[src/rtl/target_pin_arbiter.sv]
// target_pin_arbiter: hands the shared target programming pins to one of three requesters,
// with tri-state guard intervals on every handover, an optional hold limit and a power-off override.
module target_pin_arbiter #(
   parameter int unsigned GUARD_CYCLES = 4,
   parameter int unsigned MAX_HOLD     = 0
) (
   input  logic       clk,
   input  logic       reset_i,
   input  logic [2:0] req,
   input  logic       target_highz,
   input  logic       clear_stats,
   output logic [2:0] grant,
   output logic       pin_oe,
   output logic [1:0] pin_sel,
   output logic       busy,
   output logic [2:0] state_o,
   output logic [7:0] denied_cnt,
   output logic       timeout_flag
);
   typedef enum logic [2:0] {
      IDLE      = 3'd0,
      GUARD_IN  = 3'd1,
      OWNED     = 3'd2,
      GUARD_OUT = 3'd3,
      HIGHZ     = 3'd4
   } state_e;

   localparam logic [7:0]  GC  = 8'(GUARD_CYCLES);
   localparam logic [15:0] MH1 = 16'(MAX_HOLD - 1);

   state_e      state_q, state_d;
   logic [7:0]  gcnt_q, gcnt_d;
   logic [15:0] hold_q, hold_d;
   logic [1:0]  owner_q, owner_d;
   logic [2:0]  mask_q, mask_d;
   logic [2:0]  req_q;
   logic [2:0]  elig, win, denied;
   logic        timeout;
   logic [1:0]  n_denied;
   logic [8:0]  den_sum;
   logic [7:0]  den_d;
   logic        tf_d;

   always_comb begin
      state_d = state_q;
      gcnt_d  = gcnt_q;
      hold_d  = hold_q;
      owner_d = owner_q;
      win     = 3'b000;
      timeout = 1'b0;
      elig    = req & ~mask_q;
      if (target_highz) begin
         state_d = HIGHZ;
      end else begin
         case (state_q)
            IDLE: if (|elig) begin
               owner_d = elig[2] ? 2'd2 : (elig[1] ? 2'd1 : 2'd0);
               win     = 3'b001 << owner_d;
               gcnt_d  = GC;
               state_d = GUARD_IN;
            end
            GUARD_IN: if (!req[owner_q]) begin
               state_d = GUARD_OUT;
               gcnt_d  = GC;
            end else if (gcnt_q == 8'd0) begin
               state_d = OWNED;
               hold_d  = 16'd0;
            end else begin
               gcnt_d = gcnt_q - 8'd1;
            end
            OWNED: if (!req[owner_q]) begin
               state_d = GUARD_OUT;
               gcnt_d  = GC;
            end else if (MAX_HOLD != 0 && hold_q == MH1) begin
               timeout = 1'b1;
               state_d = GUARD_OUT;
               gcnt_d  = GC;
            end else begin
               hold_d = hold_q + 16'd1;
            end
            // a zero-length guard still spends one cycle here before IDLE
            GUARD_OUT: if (gcnt_q <= 8'd1) state_d = IDLE;
               else gcnt_d = gcnt_q - 8'd1;
            HIGHZ: begin
               state_d = GUARD_OUT;
               gcnt_d  = GC;
            end
            default: state_d = IDLE;
         endcase
      end
   end

   assign mask_d   = (mask_q & req) | (timeout ? (3'b001 << owner_q) : 3'b000);
   assign denied   = req & ~req_q & ~win;
   assign n_denied = {1'b0, denied[0]} + {1'b0, denied[1]} + {1'b0, denied[2]};
   assign den_sum  = {1'b0, denied_cnt} + {7'b0, n_denied};
   assign den_d    = clear_stats ? 8'd0 : (den_sum[8] ? 8'hFF : den_sum[7:0]);
   assign tf_d     = ~clear_stats & (timeout_flag | timeout);

   always_ff @(posedge clk) begin
      if (reset_i) begin
         state_q      <= IDLE;
         gcnt_q       <= 8'd0;
         hold_q       <= 16'd0;
         owner_q      <= 2'd0;
         mask_q       <= 3'b000;
         req_q        <= 3'b000;
         grant        <= 3'b000;
         pin_oe       <= 1'b0;
         pin_sel      <= 2'd0;
         busy         <= 1'b0;
         state_o      <= 3'd0;
         denied_cnt   <= 8'd0;
         timeout_flag <= 1'b0;
      end else begin
         state_q      <= state_d;
         gcnt_q       <= gcnt_d;
         hold_q       <= hold_d;
         owner_q      <= owner_d;
         mask_q       <= mask_d;
         req_q        <= req;
         grant        <= (state_q == OWNED) ? (3'b001 << owner_q) : 3'b000;
         pin_oe       <= state_q == OWNED;
         pin_sel      <= owner_q;
         busy         <= state_q != IDLE;
         state_o      <= state_q;
         denied_cnt   <= den_d;
         timeout_flag <= tf_d;
      end
   end
endmodule
[config.mk]
export PLATFORM = sky130hd
export DESIGN_NAME = target_pin_arbiter
export DESIGN_NICKNAME = d
export VERILOG_FILES = /design/src/rtl/target_pin_arbiter.sv
export SDC_FILE = /design/constraint.sdc
export NUM_CORES = 1
export LEC_CHECK = 0
export ABC_AREA = 1
export CAP_MARGIN = 30
export CORE_ASPECT_RATIO = 2
export CORE_MARGIN = 3
export CORE_UTILIZATION = 55
export DETAILED_ROUTE_END_ITERATION = 12
export PLACE_DENSITY_LB_ADDON = 0.12
export SYNTH_ARGS = -nofsm -noshare
export SYNTH_HDL_FRONTEND = slang
export SYNTH_SLANG_ARGS = --single-unit
[constraint.sdc]
create_clock -name clk -period 7.55 [get_ports clk]
set_input_delay 0.755 -clock clk [delete_from_list [all_inputs] [get_ports clk]]
set_output_delay 0.755 -clock clk [all_outputs]
set_load 0.03 [all_outputs]
==> Implementation_results.wiki, run 1 <==
{| class="wikitable"
! Metric !! Value
|-
| Run status || complete, no violations
|-
| I/O pins || 26
|-
| Relative slew slack || 38.6%
|-
| # clock sinks || 38
|-
| Worst hold path endpoint || timeout_flag$_SDFF_PP0_
|-
| Die Width || 47.9 um
|-
| Clock root buffer || sky130_fd_sc_hd__clkbuf_8
|-
| Clock insertion delay at the later pin of the skew report || 300 ps
|-
| Fraction of final layout cells with drive strength greater than 1 || 6.62%
|-
| XOR/XNOR Fraction of Synth Area || 1.81%
|-
| Kind of critical path || in2reg
|-
| Remaining number of nets flagged by the antenna check after routing || 0
|-
| Die H || 89.9 um
|-
| Design Power || 476 uW
|-
| Worst min-delay path startpoint || timeout_flag$_SDFF_PP0_
|-
| Initial antenna violation count || 0
|-
| Post-route clock period utilization || 45.4%
|-
| Top cells by area, synth || sky130_fd_sc_hd__dfxtp_1 (39%), sky130_fd_sc_hd__nand2_1 (10%), sky130_fd_sc_hd__nor2_1 (8.9%)
|-
| Startpoint of the most critical setup path || req[2]
|-
| Via count of the first global-routing pass || 1784
|-
| Top library cells by usage in the layout, fill and taps aside || sky130_fd_sc_hd__nand2_1 (53), sky130_fd_sc_hd__nor2_1 (46), sky130_fd_sc_hd__inv_1 (38), sky130_fd_sc_hd__dfxtp_1 (38), sky130_fd_sc_hd__clkdlybuf4s50_1 (25)
|-
| Area growth, synth to finish || 19.6%
|-
| Initial core utilization || 59.2%
|-
| DR iter-0 viols || 36
|-
| Mean instance size in the synthesized netlist || 7.09 sq um
|-
| HPWL Detailed || 3.34 mm
|-
| Number of failing hold endpoints at the final stage || 0
|-
| Achievable clock frequency || 292 MHz
|-
| Register-to-register setup slack || 4510 ps
|-
| MaxCap Viol Count || 0
|-
| Mapped Area || 1930 sq um
|-
| Overall overflow remaining after global route || 0
|-
| Number of antenna diodes || 0
|-
| Layout fillers || 292
|-
| Portion of netlist area occupied by mux cells || 0%
|-
| Time the worst path needs with I/O delays and setup || 3430 ps
|-
| Sequential area share after synthesis || 39.3%
|-
| First-pass GRT wire length || 7.58 mm
|-
| Pin count of the biggest net entering global routing || 27
|-
| Clk pin slew, worst setup/hold paths || 80 ps
|-
| Power density cells || 206 nW/um^2
|-
| Fraction of the mapped netlist area in adder cells || 5.30%
|-
| Setup TNS after final layout || 0 ps
|-
| Count of input and output buffers || 25
|-
| Via/cell ratio || 5.41
|-
| Combined area of the multi-input logic cells || 1000 sq um
|-
| Area leader, netlist || sky130_fd_sc_hd__dfxtp_1
|-
| Worst ir drop on vdd || 216 uV
|-
| Crit Reg-Reg Endpoint || denied_cnt[3]$_SDFF_PP0_
|-
| Syn Nets || 287
|-
| Largest family of logic cells by synthesized area || simple AND/OR/NAND/NOR gates
|-
| Signal arrival time at the worst endpoint || 3630 ps
|-
| Commonest non-fill, non-tap cell in the layout || sky130_fd_sc_hd__nand2_1
|-
| Flip-flop and latch count after synthesis || 38
|-
| Number of instances in the synthesized netlist || 273
|-
| Critical Path Sink Type || flop
|-
| Final wirelength || 4.33 mm
|-
| Depth of the worst register-to-register path || 17
|-
| Overall die area || 4310 sq um
|-
| Maximum fanout along the worst path || 4
|-
| Std-Cell Rows || 29
|-
| Compound-Gate Fraction of Synth Area || 10.3%
|-
| Setup bufs post-CTS || 0
|-
| Yosys top cell area share || 39.3%
|-
| Hold buffer count at cts || 0
|-
| Clock tree from TritonCTS || done
|-
| Critical register-to-register path startpoint || state_q[0]$_SDFFE_PP0P_
|-
| Critical Path RT || 7750 ps
|-
| Unrepaired setup endpoints after global routing || no
|-
| Final worst clock skew || 10.0 ps
|-
| Slew at the pin with the worst max-slew slack || 917 ps
|-
| Fraction of the mapped netlist area in simple logic gates || 34.5%
|-
| DR pass1 iterations || 4
|-
| Number of synthesis warnings || 0
|-
| Area taken by flip-flops and latches || 761 sq um
|-
| Placeable Area || 3270 sq um
|-
| Worst hold path type || reg2reg
|-
| Routed wire length per instance || 13.0 um
|-
| Via count || 1802
|-
| Total setup violations reported at the end of the flow || 0
|-
| Count of distinct cell types in the synthesized netlist || 30
|-
| Total leakage power || 1.02 nW
|-
| Final slew viol count || 0
|-
| Number of buffers on the longest clock path || 2
|-
| H-tree Lvls || 2
|-
| TritonCTS buffer count || 5
|-
| Final #Nets || 315
|-
| Cells resized by post-CTS repair || 0
|-
| DRC violation count after routing || 0
|-
| Depth of the worst hold-timing path || 2
|-
| Kind of start point of the critical path || primary input
|-
| Global router's overall resource usage || 23.6%
|-
| Last weighted congestion value of the routability-driven placer || 0.804
|}
==> how the worst max path moves through the flow <==
stage	to	slack, ps
4_1_cts	denied_cnt[3]$_SDFF_PP0_	4110
5_1_grt	denied_cnt[3]$_SDFF_PP0_	3770
6_report	denied_cnt[3]$_SDFF_PP0_	4120
3_5_place_dp	denied_cnt[3]$_SDFF_PP0_	3830
2_1_floorplan	denied_cnt[3]$_SDFF_PP0_	4510
3_3_place_gp	denied_cnt[3]$_SDFF_PP0_	3910
==> logic make-up after synthesis <==
| group | after synthesis |
|---|---|
| AND/OR/NAND/NOR | 143 |
| XOR/XNOR | 4 |
| adder cells (fa/ha/maj) | 7 |
| AO/OA/AOI/OAI | 36 |
| buffers and inverters | 45 |
| flip-flops | 38 |
==> metal layers <==
| metal | track usage, % | up-vias | routed length, um |
|---|---|---|---|
| li1 | - | 926 | - |
| met1 | 23.6 | 839 | 1610 |
| met2 | 43.3 | 31 | 2530 |
| met3 | 3.60 | 6 | 102 |
| met4 | 9.66 | 0 | 89 |
| met5 | 0 | - | 0 |
==> critical path, stage by stage <==
cell and delay [ps]:
sky130_fd_sc_hd__clkdlybuf4s50_1 460, sky130_fd_sc_hd__nand2_1 110, sky130_fd_sc_hd__nand2_1 70, sky130_fd_sc_hd__nor2_1 160, sky130_fd_sc_hd__nor2_1 60, sky130_fd_sc_hd__inv_1 80
sky130_fd_sc_hd__o21ai_0 110, sky130_fd_sc_hd__fa_1 530, sky130_fd_sc_hd__inv_1 50, sky130_fd_sc_hd__ha_1 210, sky130_fd_sc_hd__fa_1 410, sky130_fd_sc_hd__nand3_1 140
sky130_fd_sc_hd__nor2_1 60, sky130_fd_sc_hd__nand3_1 120, sky130_fd_sc_hd__inv_1 80, sky130_fd_sc_hd__o21ai_0 160, sky130_fd_sc_hd__inv_1 50
==> flip-flops by register name, indices dropped and copies added, names as in the netlist <==
register / cells
busy: 1
denied_cnt: 8
gcnt_q: 8
grant: 3
mask_q: 3
owner_q: 2
pin_oe: 1
pin_sel: 2
req_q: 3
state_o: 3
state_q: 3
timeout_flag: 1
==> power breakdown <==
part           switching [mW]  internal [mW]  leakage (nW)
Combinational          0.0577         0.0328         0.655
Clock                  0.0720         0.0989        0.0524
Sequential            0.00703          0.208         0.309
==> stage by stage <==
stage	utilization (%)	hold slack, ps	std cells	cell area [sq um]	worst slack, ps
2_1_floorplan	-	417	273	1930	4510
3_3_place_gp	67.6	417	325	2210	3910
3_5_place_dp	67.6	426	325	2210	3830
4_1_cts	70.8	436	333	2310	4110
5_1_grt	70.8	459	333	2310	3770
6_report	70.8	430	333	2310	4120
==> Yosys cell counts, drive strengths merged <==
library cell / n
dfxtp: 38
ha: 5
xnor2: 2
nor4: 1
a21oi: 15
o21a: 1
inv: 41
fa: 2
nand3b: 1
a31oi: 1
nand3: 22
nor2: 50
o21ai: 13
nand2: 58
clkbuf: 4
nor3: 4
o211ai: 1
a211oi: 2
nand4: 7
o21bai: 3
xor2: 2
==> final cells by class <==
class                           count  area share [%]
Inverter                           41            6.65
Multi-Input combinational cell    190            43.4
Sequential cell                    38            32.9
Timing Repair Buffer               25            10.8
Tap cell                           31            1.68
Clock inverter                      1            1.30
Clock buffer                        7            3.30
Note: power is estimated with default switching activity, not from simulation.
==> run 2: changes to the inputs <==
--- a/config.mk
+++ b/config.mk
@@ -9,7 +9,7 @@
 export CAP_MARGIN = 30
 export CORE_ASPECT_RATIO = 2
 export CORE_MARGIN = 3
-export CORE_UTILIZATION = 55
+export CORE_UTILIZATION = 49
 export DETAILED_ROUTE_END_ITERATION = 12
 export PLACE_DENSITY_LB_ADDON = 0.12
 export SYNTH_ARGS = -nofsm -noshare
==> constraint.sdc (replaced) <==
create_clock -name clk -period 2.9 [get_ports clk]
set_input_delay 0.29 -clock clk [delete_from_list [all_inputs] [get_ports clk]]
set_output_delay 0.29 -clock clk [all_outputs]
set_load 0.03 [all_outputs]
==> Implementation_results.wiki, run 2 (same netlist as run 1, synthesis figures left out) <==
{| class="wikitable"
! Metric !! Value
|-
| Run status || complete, no violations
|-
| TritonCTS buffer count || 5
|-
| Global router's overall resource usage || 22.5%
|-
| Worst hold path type || reg2reg
|-
| Finished Core Util || 65.8%
|-
| Number of failing hold endpoints at the final stage || 0
|-
| Switching power || 363 uW
|-
| DRC violation count after routing || 0
|-
| Count of input and output buffers || 25
|-
| Commonest non-fill, non-tap cell in the layout || sky130_fd_sc_hd__nand2_1
|-
| Die H || 94.9 um
|-
| Part of the total power dissipated in the clock network || 31.7%
|-
| Setup WS pre-CTS || -218 ps
|-
| DR pass1 iterations || 4
|-
| Kind of start point of the critical path || primary input
|-
| Worst hold path endpoint || timeout_flag$_SDFF_PP0_
|-
| HPWL Detailed || 3.73 mm
|-
| First-pass GRT wire length || 8.23 mm
|-
| Initial core utilization || 51.9%
|-
| Power density cells || 488 nW/um^2
|-
| Initial antenna violation count || 0
|-
| Worst min-delay path startpoint || timeout_flag$_SDFF_PP0_
|-
| Critical Path Sink Type || flop
|-
| Total leakage power || 1.09 nW
|-
| Area growth, synth to finish || 26.7%
|-
| Slew at the pin with the worst max-slew slack || 322 ps
|-
| Final #Nets || 330
|-
| DR iter-0 viols || 34
|-
| Kind of critical path || in2reg
|-
| Unrepaired setup endpoints after global routing || no
|-
| Clock insertion delay at the later pin of the skew report || 290 ps
|-
| Clock root buffer || sky130_fd_sc_hd__clkbuf_8
|-
| I/O pins || 26
|-
| Std-Cell Rows || 31
|-
| Total setup violations reported at the end of the flow || 0
|-
| Worst ir drop on vdd || 352 uV
|-
| Overall die area || 4780 sq um
|-
| Last weighted congestion value of the routability-driven placer || 0.822
|-
| Net switching fraction of the power || 30.3%
|-
| Die Width || 50.4 um
|-
| Via count of the first global-routing pass || 1850
|-
| Final wirelength || 4.76 mm
|-
| Register-to-register setup slack || 230 ps
|-
| Min setup slack post-route || 189 ps
|-
| Fraction of final layout cells with drive strength greater than 1 || 12.9%
|-
| Setup bufs post-CTS || 0
|-
| Relative slew slack || 78.5%
|-
| Crit Reg-Reg Endpoint || denied_cnt[3]$_SDFF_PP0_
|-
| Signal arrival time at the worst endpoint || 2900 ps
|-
| Flop pwr share || 46.5%
|-
| Depth of the worst register-to-register path || 17
|-
| Placeable Area || 3720 sq um
|-
| Internal power of the cells || 834 uW
|-
| Via/cell ratio || 5.09
|-
| Post-route clock period utilization || 93.5%
|-
| MaxCap Viol Count || 0
|-
| Routed wire length per instance || 13.0 um
|-
| Registers with the highest flip-flop counts || denied_cnt (8), gcnt_q (8)
|-
| Pin count of the biggest net entering global routing || 27
|-
| Remaining number of nets flagged by the antenna check after routing || 0
|-
| Overall overflow remaining after global route || 0
|-
| H-tree Lvls || 2
|-
| Via count || 1864
|-
| Final slew viol count || 0
|-
| Number of antenna diodes || 0
|-
| Top library cells by usage in the layout, fill and taps aside || sky130_fd_sc_hd__nand2_1 (53), sky130_fd_sc_hd__nor2_1 (44), sky130_fd_sc_hd__inv_1 (38), sky130_fd_sc_hd__dfxtp_1 (38), sky130_fd_sc_hd__clkdlybuf4s50_1 (25)
|-
| Combinational share of power || 21.8%
|-
| Maximum fanout along the worst path || 4
|-
| Final worst clock skew || 11.3 ps
|-
| Depth of the worst hold-timing path || 2
|-
| Clock tree from TritonCTS || done
|-
| Critical register-to-register path startpoint || state_q[2]$_SDFFE_PP0P_
|-
| Number of buffers on the longest clock path || 2
|-
| # clock sinks || 38
|-
| Critical Path RT || 3090 ps
|-
| Clk pin slew, worst setup/hold paths || 80 ps
|-
| Time the worst path needs with I/O delays and setup || 2710 ps
|-
| Achievable clock frequency || 369 MHz
|}
run 2: final cells by class:
class | count | area, sq um
fillers | 359 | 1270
multi-input cells | 190 | 1020
flip-flops and latches | 38 | 761
repair buffers | 40 | 363
inverters | 41 | 154
clock buffers | 6 | 82.6
well taps | 49 | 61.3
clock inverters | 2 | 12.5
run 2: how the worst max path moves through the flow:
| stage | start | endpoint | slack, ps |
|---|---|---|---|
| 6_report | req[2] | denied_cnt[3]$_SDFF_PP0_ | 190 |
| 5_1_grt | req[2] | denied_cnt[7]$_SDFF_PP0_ | 8 |
| 4_1_cts | req[2] | denied_cnt[3]$_SDFF_PP0_ | 120 |
| 3_5_place_dp | req[2] | denied_cnt[3]$_SDFF_PP0_ | -220 |
| 3_3_place_gp | req[2] | denied_cnt[3]$_SDFF_PP0_ | -120 |
| 2_1_floorplan | state_q[0]$_SDFFE_PP0P_ | denied_cnt[3]$_SDFF_PP0_ | 200 |
run 2: power by group through the flow:
stage | registers, mW | logic [mW] | clock network, mW
after global placement | 0.568 | 0.258 | 0
after floorplan | 0.584 | 0.155 | 0
after CTS | 0.556 | 0.262 | 0.392
final | 0.556 | 0.261 | 0.379
after detailed placement | 0.568 | 0.260 | 0
after global routing | 0.559 | 0.295 | 0.412
run 2: per-stage QoR:
step	std cells	cell area (sq um)	hold slack, ps	power, mW	setup TNS [ps]
after CTS	366	2440	429	1.21	0
after global routing	366	2450	465	1.27	0
final	366	2450	426	1.20	0
after detailed placement	358	2340	417	0.828	-919
after floorplan	273	1930	404	0.739	0
after global placement	358	2340	413	0.826	-465
run 2: layer usage:
layer  vias to the layer above  share of wire (%)  track usage [%]
met2                        28                 60             46.0
met5                         -                  0                0
met3                        13                1.8             2.37
met1                       871                 35             20.9
met4                         0                3.7             11.0
li1                        952                  -                -
run 2: worst max-delay path, cell delays in order:
cell and delay (ps):
sky130_fd_sc_hd__clkdlybuf4s50_1 410, sky130_fd_sc_hd__nand2_1 90, sky130_fd_sc_hd__nand2_1 90, sky130_fd_sc_hd__nor2_2 110, sky130_fd_sc_hd__nor2_1 50, sky130_fd_sc_hd__inv_1 80, sky130_fd_sc_hd__o21ai_2 60, sky130_fd_sc_hd__fa_1 500
sky130_fd_sc_hd__inv_1 40, sky130_fd_sc_hd__ha_1 210, sky130_fd_sc_hd__fa_1 390, sky130_fd_sc_hd__nand3_1 150, sky130_fd_sc_hd__nor2_2 70, sky130_fd_sc_hd__nand3_2 80, sky130_fd_sc_hd__inv_1 60, sky130_fd_sc_hd__o21ai_0 160
sky130_fd_sc_hd__inv_1 50
run 2: timing repair:
| item | in CTS | in global routing |
|---|---|---|
| resized for setup | 0 | 5 |
| hold buffers | 0 | 0 |
| hold endpoints to repair | 0 | 0 |
| setup endpoints to repair | 0 | 8 |
